<file path="config.mk">
export PLATFORM = sky130hd
export DESIGN_NAME = b09_frame_rx
export DESIGN_NICKNAME = d
export VERILOG_FILES = /design/src/rtl/b09_pkg.sv /design/src/rtl/b09_sync_fifo.sv /design/src/rtl/b09_frame_rx.sv
export SDC_FILE = /design/constraint.sdc
export NUM_CORES = 1
export LEC_CHECK = 0
export CORE_ASPECT_RATIO = 1.2
export CORE_MARGIN = 5
export CORE_UTILIZATION = 48
export DETAILED_ROUTE_END_ITERATION = 8
export PLACE_DENSITY_LB_ADDON = 0.12
export SLEW_MARGIN = 0
export SYNTH_ARGS = -nofsm -noshare
export SYNTH_HDL_FRONTEND = slang
export SYNTH_SLANG_ARGS = --single-unit
</file>
<file path="constraint.sdc">
create_clock -name clock -period 1.7 [get_ports clock]
set_clock_uncertainty 0.15 [all_clocks]
set_input_delay 0.255 -clock clock [delete_from_list [all_inputs] [get_ports clock]]
set_output_delay 0.255 -clock clock [all_outputs]
set_load 0.01 [all_outputs]
</file>
<file path="src/rtl/b09_pkg.sv">
// Shared types and constants for the b09 serial frame receiver.
// Holds the deserializer state encoding and the frame layout constants.
package b09_pkg;

    typedef enum logic [1:0] {
        IDLE   = 2'd0,
        SHIFT  = 2'd1,
        COMMIT = 2'd2
    } state_t;

    localparam int   FRAME_W   = 8;
    localparam logic START_BIT = 1'b1;

endpackage

</file>
<file path="src/rtl/b09_sync_fifo.sv">
// Synchronous FIFO, DEPTH entries (power of two), storage reset to zero.
// Latency: write visible on rd_dat the cycle after push; pop advances immediately.
// Backpressure: push is ignored when full unless a pop happens in the same cycle.
module b09_sync_fifo #(
    parameter int WIDTH = 8,
    parameter int DEPTH = 2
) (
    input  logic             clk,
    input  logic             reset,
    input  logic             push,
    input  logic [WIDTH-1:0] push_dat,
    input  logic             pop,
    output logic             full,
    output logic             empty,
    output logic [WIDTH-1:0] rd_dat
);

    localparam int PW = (DEPTH > 1) ? $clog2(DEPTH) : 1;
    localparam int CW = $clog2(DEPTH) + 1;

    logic [WIDTH-1:0] mem_q [DEPTH];
    logic [WIDTH-1:0] mem_d [DEPTH];
    logic [PW-1:0]    wr_ptr_q, wr_ptr_d;
    logic [PW-1:0]    rd_ptr_q, rd_ptr_d;
    logic [CW-1:0]    count_q, count_d;
    logic             wr_en;
    logic             rd_en;

    assign full   = (count_q == CW'(DEPTH));
    assign empty  = (count_q == '0);
    assign rd_dat = mem_q[rd_ptr_q];

    // A pop frees the head slot in the same cycle, so a full FIFO still accepts.
    assign rd_en = pop && !empty;
    assign wr_en = push && (!full || rd_en);

    always_comb begin
        mem_d    = mem_q;
        wr_ptr_d = wr_ptr_q;
        rd_ptr_d = rd_ptr_q;
        count_d  = count_q;
        if (wr_en) begin
            mem_d[wr_ptr_q] = push_dat;
            wr_ptr_d        = wr_ptr_q + PW'(1);
        end
        if (rd_en) begin
            rd_ptr_d = rd_ptr_q + PW'(1);
        end
        case ({wr_en, rd_en})
            2'b10:   count_d = count_q + CW'(1);
            2'b01:   count_d = count_q - CW'(1);
            default: count_d = count_q;
        endcase
    end

    always_ff @(posedge clk) begin
        if (reset) begin
            for (int i = 0; i < DEPTH; i++) begin
                mem_q[i] <= '0;
            end
            wr_ptr_q <= '0;
            rd_ptr_q <= '0;
            count_q  <= '0;
        end else begin
            mem_q    <= mem_d;
            wr_ptr_q <= wr_ptr_d;
            rd_ptr_q <= rd_ptr_d;
            count_q  <= count_d;
        end
    end

endmodule

</file>
<file path="src/rtl/b09_frame_rx.sv">
// Serial frame receiver: start bit 1 + 8 data bits LSB first into a small FIFO.
// Latency: rx_valid rises 2 clocks after the last data bit when the FIFO is empty.
// Backpressure: rx_valid/rx_ready pop; frames completing into a full FIFO are dropped
// and set sticky overflow. Optional duplicate filter: B09_FRAME_RX_DUP_FILTER_EN.
module b09_frame_rx
    import b09_pkg::*;
#(
    parameter int FIFO_DEPTH   = 2,
    parameter int IDLE_TIMEOUT = 16
) (
    input  logic               clock,
    input  logic               reset,
    input  logic               y_in,
    output logic [FRAME_W-1:0] rx_data,
    output logic               rx_valid,
    input  logic               rx_ready,
    output logic               overflow,
    output logic               busy
);

    localparam int IW = $clog2(IDLE_TIMEOUT + 1);

    state_t             state_q, state_d;
    logic [2:0]         cnt_q, cnt_d;
    logic [FRAME_W-1:0] shreg_q, shreg_d;
    logic               push_q, push_d;
    logic [FRAME_W-1:0] push_dat_q, push_dat_d;
    logic [FRAME_W-1:0] prev_byte_q, prev_byte_d;
    logic               have_prev_q, have_prev_d;
    logic [IW-1:0]      idle_cnt_q, idle_cnt_d;
    logic               overflow_q, overflow_d;
    logic               fifo_full;
    logic               fifo_empty;
    logic               pop;
    logic               keep_byte;

    assign rx_valid = !fifo_empty;
    assign pop      = rx_valid && rx_ready;
    assign overflow = overflow_q;
    assign busy     = (state_q != IDLE);

`ifdef B09_FRAME_RX_DUP_FILTER_EN
    assign keep_byte = !(have_prev_q && (shreg_q == prev_byte_q));
`else
    logic unused_hist;
    assign keep_byte   = 1'b1;
    assign unused_hist = ^{prev_byte_q, have_prev_q};
`endif

    always_comb begin
        state_d     = state_q;
        cnt_d       = cnt_q;
        shreg_d     = shreg_q;
        push_d      = 1'b0;
        push_dat_d  = push_dat_q;
        prev_byte_d = prev_byte_q;
        have_prev_d = have_prev_q;
        idle_cnt_d  = idle_cnt_q;
        overflow_d  = overflow_q;

        case (state_q)
            IDLE: begin
                if (y_in == START_BIT) begin
                    state_d    = SHIFT;
                    cnt_d      = '0;
                    idle_cnt_d = '0;
                end else begin
                    if (idle_cnt_q != IW'(IDLE_TIMEOUT)) begin
                        idle_cnt_d = idle_cnt_q + IW'(1);
                    end
                    if (idle_cnt_d == IW'(IDLE_TIMEOUT)) begin
                        have_prev_d = 1'b0;
                    end
                end
            end
            SHIFT: begin
                shreg_d[cnt_q] = y_in;
                cnt_d          = cnt_q + 3'd1;
                idle_cnt_d     = '0;
                if (cnt_q == 3'd7) begin
                    state_d = COMMIT;
                end
            end
            COMMIT: begin
                // The push is staged one cycle so the FIFO write lands 2 clocks after the last bit.
                push_d      = keep_byte;
                push_dat_d  = shreg_q;
                prev_byte_d = shreg_q;
                have_prev_d = 1'b1;
                cnt_d       = '0;
                if (y_in == START_BIT) begin
                    state_d    = SHIFT;
                    idle_cnt_d = '0;
                end else begin
                    // This zero is already the first idle bit of the gap.
                    state_d    = IDLE;
                    idle_cnt_d = IW'(1);
                end
            end
            default: begin
                state_d = IDLE;
                cnt_d   = '0;
            end
        endcase

        if (push_q && fifo_full && !pop) begin
            overflow_d = 1'b1;
        end
    end

    always_ff @(posedge clock) begin
        if (reset) begin
            state_q     <= IDLE;
            cnt_q       <= '0;
            shreg_q     <= '0;
            push_q      <= 1'b0;
            push_dat_q  <= '0;
            prev_byte_q <= '0;
            have_prev_q <= 1'b0;
            idle_cnt_q  <= '0;
            overflow_q  <= 1'b0;
        end else begin
            state_q     <= state_d;
            cnt_q       <= cnt_d;
            shreg_q     <= shreg_d;
            push_q      <= push_d;
            push_dat_q  <= push_dat_d;
            prev_byte_q <= prev_byte_d;
            have_prev_q <= have_prev_d;
            idle_cnt_q  <= idle_cnt_d;
            overflow_q  <= overflow_d;
        end
    end

    b09_sync_fifo #(
        .WIDTH (FRAME_W),
        .DEPTH (FIFO_DEPTH)
    ) u_fifo (
        .clk      (clock),
        .reset    (reset),
        .push     (push_q),
        .push_dat (push_dat_q),
        .pop      (pop),
        .full     (fifo_full),
        .empty    (fifo_empty),
        .rd_dat   (rx_data)
    );

endmodule

</file>
# Yosys cells after proc, flatten, opt, wreduce, memory -nomap -nowiden
# Index checks and enable logic that the tools add are counted.
[op_classes] n_div=0 n_lt_le_gt_ge=5 mul=0 addsub=5 mux=17 shift=0 bitwise_logic=2 reduce_logical=16 n_eq_ne=8
[op_table] operator="8-bit 2-to-1 mux" count=4
[op_table] operator="16-bit bitwise mux" count=1
[op_table] operator="8-bit bitwise mux" count=1
[op_table] operator="8-bit demux with 1-bit select" count=1
[op_table] operator="1-bit logical AND" count=7
[op_table] operator="2-bit == test (second input constant)" count=3
[op_table] operator="2-bit one-hot mux with 3 select lines" count=1
[op_table] operator="3-bit one-hot mux with 2 select lines" count=1
[op_table] operator="2-bit by 1-bit == test with 1-bit output (second input constant)" count=2
[op_table] operator="2-bit >= comparator (second input constant)" count=2
[op_table] operator="2-bit zero test" count=2
[op_table] operator="3-bit by 4-bit less-than comparator with 1-bit output (second input constant)" count=1
[op_table] operator="2-bit 2-to-1 mux" count=2
[op_table] operator="2-bit != test (second input constant)" count=2
[op_table] operator="1-bit inverter with 2-bit output" count=2
[op_table] operator="2-bit one-hot mux with 2 select lines" count=1
[op_table] operator="2-bit nonzero test" count=2
[op_table] operator="3-bit by 1-bit adder with 3-bit output (second input constant)" count=1
[op_table] operator="1-bit demux with 3-bit select" count=1
[op_table] operator="3-bit == test (second input constant)" count=1
[op_table] operator="3-bit by 1-bit >= comparator with 1-bit output (second input constant)" count=1
[op_table] operator="1-bit zero test" count=3
[op_table] operator="1-bit 2-to-1 mux" count=3
[op_table] operator="3-bit 2-to-1 mux" count=1
[op_table] operator="other kinds (6)" count=7
[word_totals] mem_bits_rw=0 romBits=0 input_bits=4 latchBits=0 mem_count=0 word_cells=64 out_inout_bits=11 reg_bits=43

# Logic depth before layout (Yosys ltp)
# Gate-level depths: netlist (run 1).
[depth] word_depth=8 ltp_mapped=6 depth_no_buf=6

# By module
# From an unflattened synthesis (run 1), not the netlist that was laid out.
[unflattened] hier_cells=213 hier_area_um2=1989.4
[modules_own_cells] module="b09_sync_fifo" seq_area_each_um2=400.4 area_per_inst_um2=996.0 instances=1 cells_each=104
[modules_own_cells] module="b09_frame_rx" seq_area_each_um2=460.4 area_per_inst_um2=993.5 instances=1 cells_each=109

# Worst setup path after synthesis (run 1)
# No wires, ideal clock.
[synth_timing] path_type="flip-flop to flip-flop" startpoint="register u_fifo.count_q[0]" endpoint="register u_fifo.count_q[1]" path_stages_with_launch=6 setup_time_ns=0.071 setup_slack_ns=-0.034 n_path_buf=0 required_ns=1.479 period_less_slack_ns=1.734 t_arrival_ns=1.513 path_cell_list="dfxtp_1 > or3b_1 > nand2_1 > ha_1 > or3_1 > a21oi_1"
[synth_via] elab_chain_cells=8 word_cells_on_any_way=14 cone_classes="add/sub (2); eq/ne (3); mux (1); reduce/logical (8)"
[synth_rtl] element="start, declared" line="b09_sync_fifo.sv:25" source="logic [CW-1:0] count_q, count_d;"
[synth_rtl] element="start signal, assigned" line="b09_sync_fifo.sv:68" source="count_q <= count_d;"
[synth_rtl] element="2-bit zero test" line="b09_sync_fifo.sv:30" source="assign empty = (count_q == '0);"
[synth_rtl] element="1-bit zero test" line="b09_sync_fifo.sv:34, b09_frame_rx.sv:37"
[synth_rtl] element="1-bit logical AND" line="b09_frame_rx.sv:38" source="assign pop = rx_valid && rx_ready;"
[synth_rtl] element="1-bit logical AND" line="b09_sync_fifo.sv:34" source="assign rd_en = pop && !empty;"
[synth_rtl] element="1-bit logical OR" line="b09_sync_fifo.sv:35" source="assign wr_en = push && (!full || rd_en);"
[synth_rtl] element="1-bit logical AND" line="b09_sync_fifo.sv:35"
[synth_rtl] element="2-bit by 1-bit == test with 1-bit output / 2-bit == test (equally long branches)" line="b09_sync_fifo.sv:49" source="case ({wr_en, rd_en})"
[synth_rtl] element="2-bit one-hot mux with 2 select lines / 2-bit nonzero test (equally long branches)"
# Several ways; a longest one is shown, not always the timed one.
# A chain may end at the register's enable or synchronous reset.

# Final worst setup path (run 1)
[layout_timing] startpoint="register u_fifo.count_q[1]" endpoint="register u_fifo.count_q[1]"
# The elaborated chain is that of the path after synthesis.

==> impl_metrics.csv, run 1 <==
group,metric,value,unit
placement,gp_congestion,0.8345,
detailed_routing,wl,3442,um
detailed_routing,vias,1376,
timing,hold_viol_final,0,
timing,relSlewSlack,67.00,%
clock_tree,hold_buffers,0,
synth,ys.flop_type,"dfxtp_1",
timing,fmax,0.5865,GHz
synth,synth_compound_area_share,5.695,%
synth,synthSimpleGateAreaFrac,24.17,%
cells_and_area,n_antenna_cell,0,
detailed_routing,vias_per_cell,5.004,
setup_path,critical_path.max_stage_delay,390,ps
global_route,grtUsageTotal,14.90,%
clock_tree,cts_root_buf,"clkbuf_8",
run_status,violations,"setup timing",
global_route,grt.overflow.total,0,
setup_path,path_delay_family,"simple AND/OR/NAND/NOR gates",
setup_path,critPathSlowestCell,"or3b_4",
synth,yosys_warnings,0,
timing,slew_violations,0,
clock_tree,cts_buffer_depth,2,
placement,dpl_cell_area,2181,um2
synth,syn-num-nets,204,
run_status,status,"finished with violations",
clock_tree,clock-sinks,43,
synth,synthTopCellsByArea,"dfxtp_1 46%, mux2i_1 13%, nand2b_1 11%",
floorplanning,initial_core_util,48.71,%
synth,synth-edff-count,0,
synth,synth.top_cell.area_share,45.56,%
synth,synth_seq_cells,43,
power_and_ir_drop,ir_worst_vdd,531.8,uV
timing,post-route-min-period,1705,ps
clock_tree,htree_levels,2,
setup_path,timing.rr.start,"u_fifo.count_q[1]$_SDFFE_PP0P_",
power_and_ir_drop,p_leak,0.9086,nW
timing,fin_crit_sh,100.3,%
cells_and_area,final_common_cell,"dfxtp_1",
synth,muxShareOfSynthArea,17.48,%
setup_path,ff2ff_setup_slack,-5,ps
run,maxCapViolations,0,
cells_and_area,nFillCells,360,
detailed_routing,dr.pass1.iters,4,
power_and_ir_drop,power.density,817.0,nW/um2
cells_and_area,drive_gt1_share,22.62,%
floorplanning,die_area,5296,um2
detailed_routing,first_iter_violations,66,
placement,io_buffers,14,
global_route,grt_max_degree,18,
cells_and_area,final_cell_mix,"40 x dfxtp_1, 34 x nand2b_1, 24 x mux2i_1",
hold_path,worstHoldEndpoint,"push_dat_q[7]$_SDFFE_PP0N_",
timing,rsz0062_at_grt,"true",
synth,synth_top_family_by_area,"simple AND/OR/NAND/NOR gates",
clock_tree,clk_latency,290,ps
setup_path,worstSetupEndpointType,"flip-flop",
detailed_routing,post_drt_wl_per_cell,12.52,um
setup_path,path_class,"flip-flop to flip-flop",
synth,synth_fa_ha_area_share,1.987,%
synth,synth_area_leader_cell,"dfxtp_1",
global_route,antenna_found_initial,0,
setup_path,critPathBufInv,0,
setup_path,crit_fanout,3,
clock_tree,cts_inserted_buffers,5,
floorplanning,chipWidth,67.27,um
timing,fin_ws,-5.135,ps
synth,synth_area,1889,um2
synth,synth_cell_type_count,31,
synth,synthCells,197,
timing,fin_setup_tns,-5.135,ps
floorplanning,ios,15,
power_and_ir_drop,total_power,1.858,mW
hold_path,min_path_cells,2,
clock_tree,cts_tree,"yes",
setup_path,critPathRequiredTime,1780,ps
setup_path,path_cells,"or3b_4 -> nand2_4 -> ha_4 -> or3_4 -> a21oi_2",
placement,dp_hpwl,2557,um
setup_path,rr_endpoint,"u_fifo.count_q[1]$_SDFFE_PP0P_",
detailed_routing,final_antenna_net_count,0,
setup_path,worstSetupStartpoint,"u_fifo.count_q[1]$_SDFFE_PP0P_",
synth,synth_seq_area_share,45.56,%
cells_and_area,synthToLayoutAreaGrowth,20.40,%
hold_path,min_path_type,"flip-flop to flip-flop",
synth,async_reset_ff_share,0,%
setup_path,cp.arrival,1780,ps
clock_tree,path_clk_slew,80,ps
cells_and_area,nets,228,
timing,tightestPinTransition,495.0,ps
synth,synthXorXnorAreaFrac,1.391,%
detailed_routing,drc,0,
floorplanning,core_area,3879,um2
cells_and_area,final_area,2275,um2
synth,avgSynthCellArea,9.590,um2
timing,finalSetupViolCount,1,
global_route,grt_pass1_wl,6127,um
floorplanning,die_h,78.73,um
hold_path,holdCritStartpoint,"shreg_q[7]$_SDFFE_PP0P_",
setup_path,r2r_cells,5,
global_route,grt_pass1_vias,1403,
floorplanning,rows,25,
setup_path,worstSetupStartpointType,"flip-flop",
==> routing by layer <==
layer	part of all wire, %	track usage [%]	vias up
met3	4.1	3.536	7
met5	0	0	-
met1	41	17.08	641
li1	-	-	710
met4	1.9	6.694	0
met2	53	25.66	18
==> Yosys cell counts, types with 3 or more instances <==
cell      instances
a21oi_1          13
clkbuf_1         10
dfxtp_1          43
ha_1              3
mux2_2            8
mux2i_1          24
nand2_1          18
nand2b_1         34
nand4b_1          3
nor2_1            7
nor3_1            4
nor3b_1           3
==> worst max path at each step <==
stage / endpoint / slack, ps / depth (start not counted)
after floorplan: u_fifo.count_q[1]$_SDFFE_PP0P_ / 0.6 / 5
after global placement: u_fifo.count_q[1]$_SDFFE_PP0P_ / -340 / 6
after detailed placement: u_fifo.count_q[1]$_SDFFE_PP0P_ / -440 / 6
after CTS: u_fifo.count_q[1]$_SDFFE_PP0P_ / -10 / 5
after global routing: u_fifo.count_q[1]$_SDFFE_PP0P_ / -70 / 5
final: u_fifo.count_q[1]$_SDFFE_PP0P_ / -5 / 5
==> through the flow <==
| step | setup WS (ps) | util (%) | std cells | hold WS [ps] |
|---|---|---|---|---|
| floorplan | 0.6146 | - | 197 | 247.6 |
| global placement | -344.4 | 56.23 | 267 | 290.6 |
| detailed placement | -438.2 | 56.23 | 267 | 301.4 |
| CTS | -14.20 | 58.52 | 275 | 308.3 |
| global route | -69.24 | 58.65 | 275 | 325.0 |
| finish | -5.135 | 58.65 | 275 | 304.3 |
==> kinds of logic (layout without fill, tap and decap cells) <==
group,after synthesis,after routing
DFF,43,43
adders and majority gates,3,3
xor gates and xnor gates,3,3
and+or+nand+nor,81,81
AOI/OAI and AO/OA,19,19
muxes,32,32
buffers and inverters,16,40
==> flip-flops by register name, summed over array words and instances, names as in the netlist <==
register	count
u_fifo.mem_q	16
u_fifo.rd_ptr_q	1
overflow	1
shreg_q	8
state_q	2
u_fifo.wr_ptr_q	1
cnt_q	3
push_q	1
u_fifo.count_q	2
push_dat_q	8
==> worst register-to-register path, cell delays in order (launching register included) <==
cell	delay, ps
dfxtp_2	330
or3b_4	390
nand2_4	90
ha_4	200
or3_4	360
a21oi_2	120
==> what timing repair did <==
item,4_1_cts,5_1_grt
endpoints found under the hold margin,0,0
gates resized for setup,43,3
setup buffers,1,0
gates cloned,0,0
pin swaps,5,0
setup endpoints to repair,11,3
==> power breakdown <==
part	leakage, nW	total, mW	switching [mW]	internal, mW
combinational	0.509	0.0858	0.0418	0.0440
sequential	0.348	1.02	0.00865	1.01
clock	0.0513	0.751	0.321	0.430
total	0.909	1.86	0.371	1.49
==> final cells by class <==
class                           count  area [um2]  share of cell area, %
Sequential cell                    43       864.6                  38.01
Tap cell                           54       67.56                  2.970
Clock inverter                      1       30.03                  1.320
Inverter                            2       7.507                 0.3300
Timing Repair Buffer               31       239.0                  10.51
Multi-Input combinational cell    138       993.5                  43.67
Clock buffer                        6       72.57                  3.190
Note: power is estimated with default switching activity, not from simulation.
==> run 2: changes to the inputs <==
--- a/config.mk
+++ b/config.mk
@@ -9,6 +9,7 @@
 export CORE_MARGIN = 5
 export CORE_UTILIZATION = 48
 export DETAILED_ROUTE_END_ITERATION = 8
+export GPL_ROUTABILITY_DRIVEN = 0
 export PLACE_DENSITY_LB_ADDON = 0.12
 export SLEW_MARGIN = 0
 export SYNTH_ARGS = -nofsm -noshare
==> results of run 2 <==
No change in the layout: final DEF, timing and power equal those of run 1.
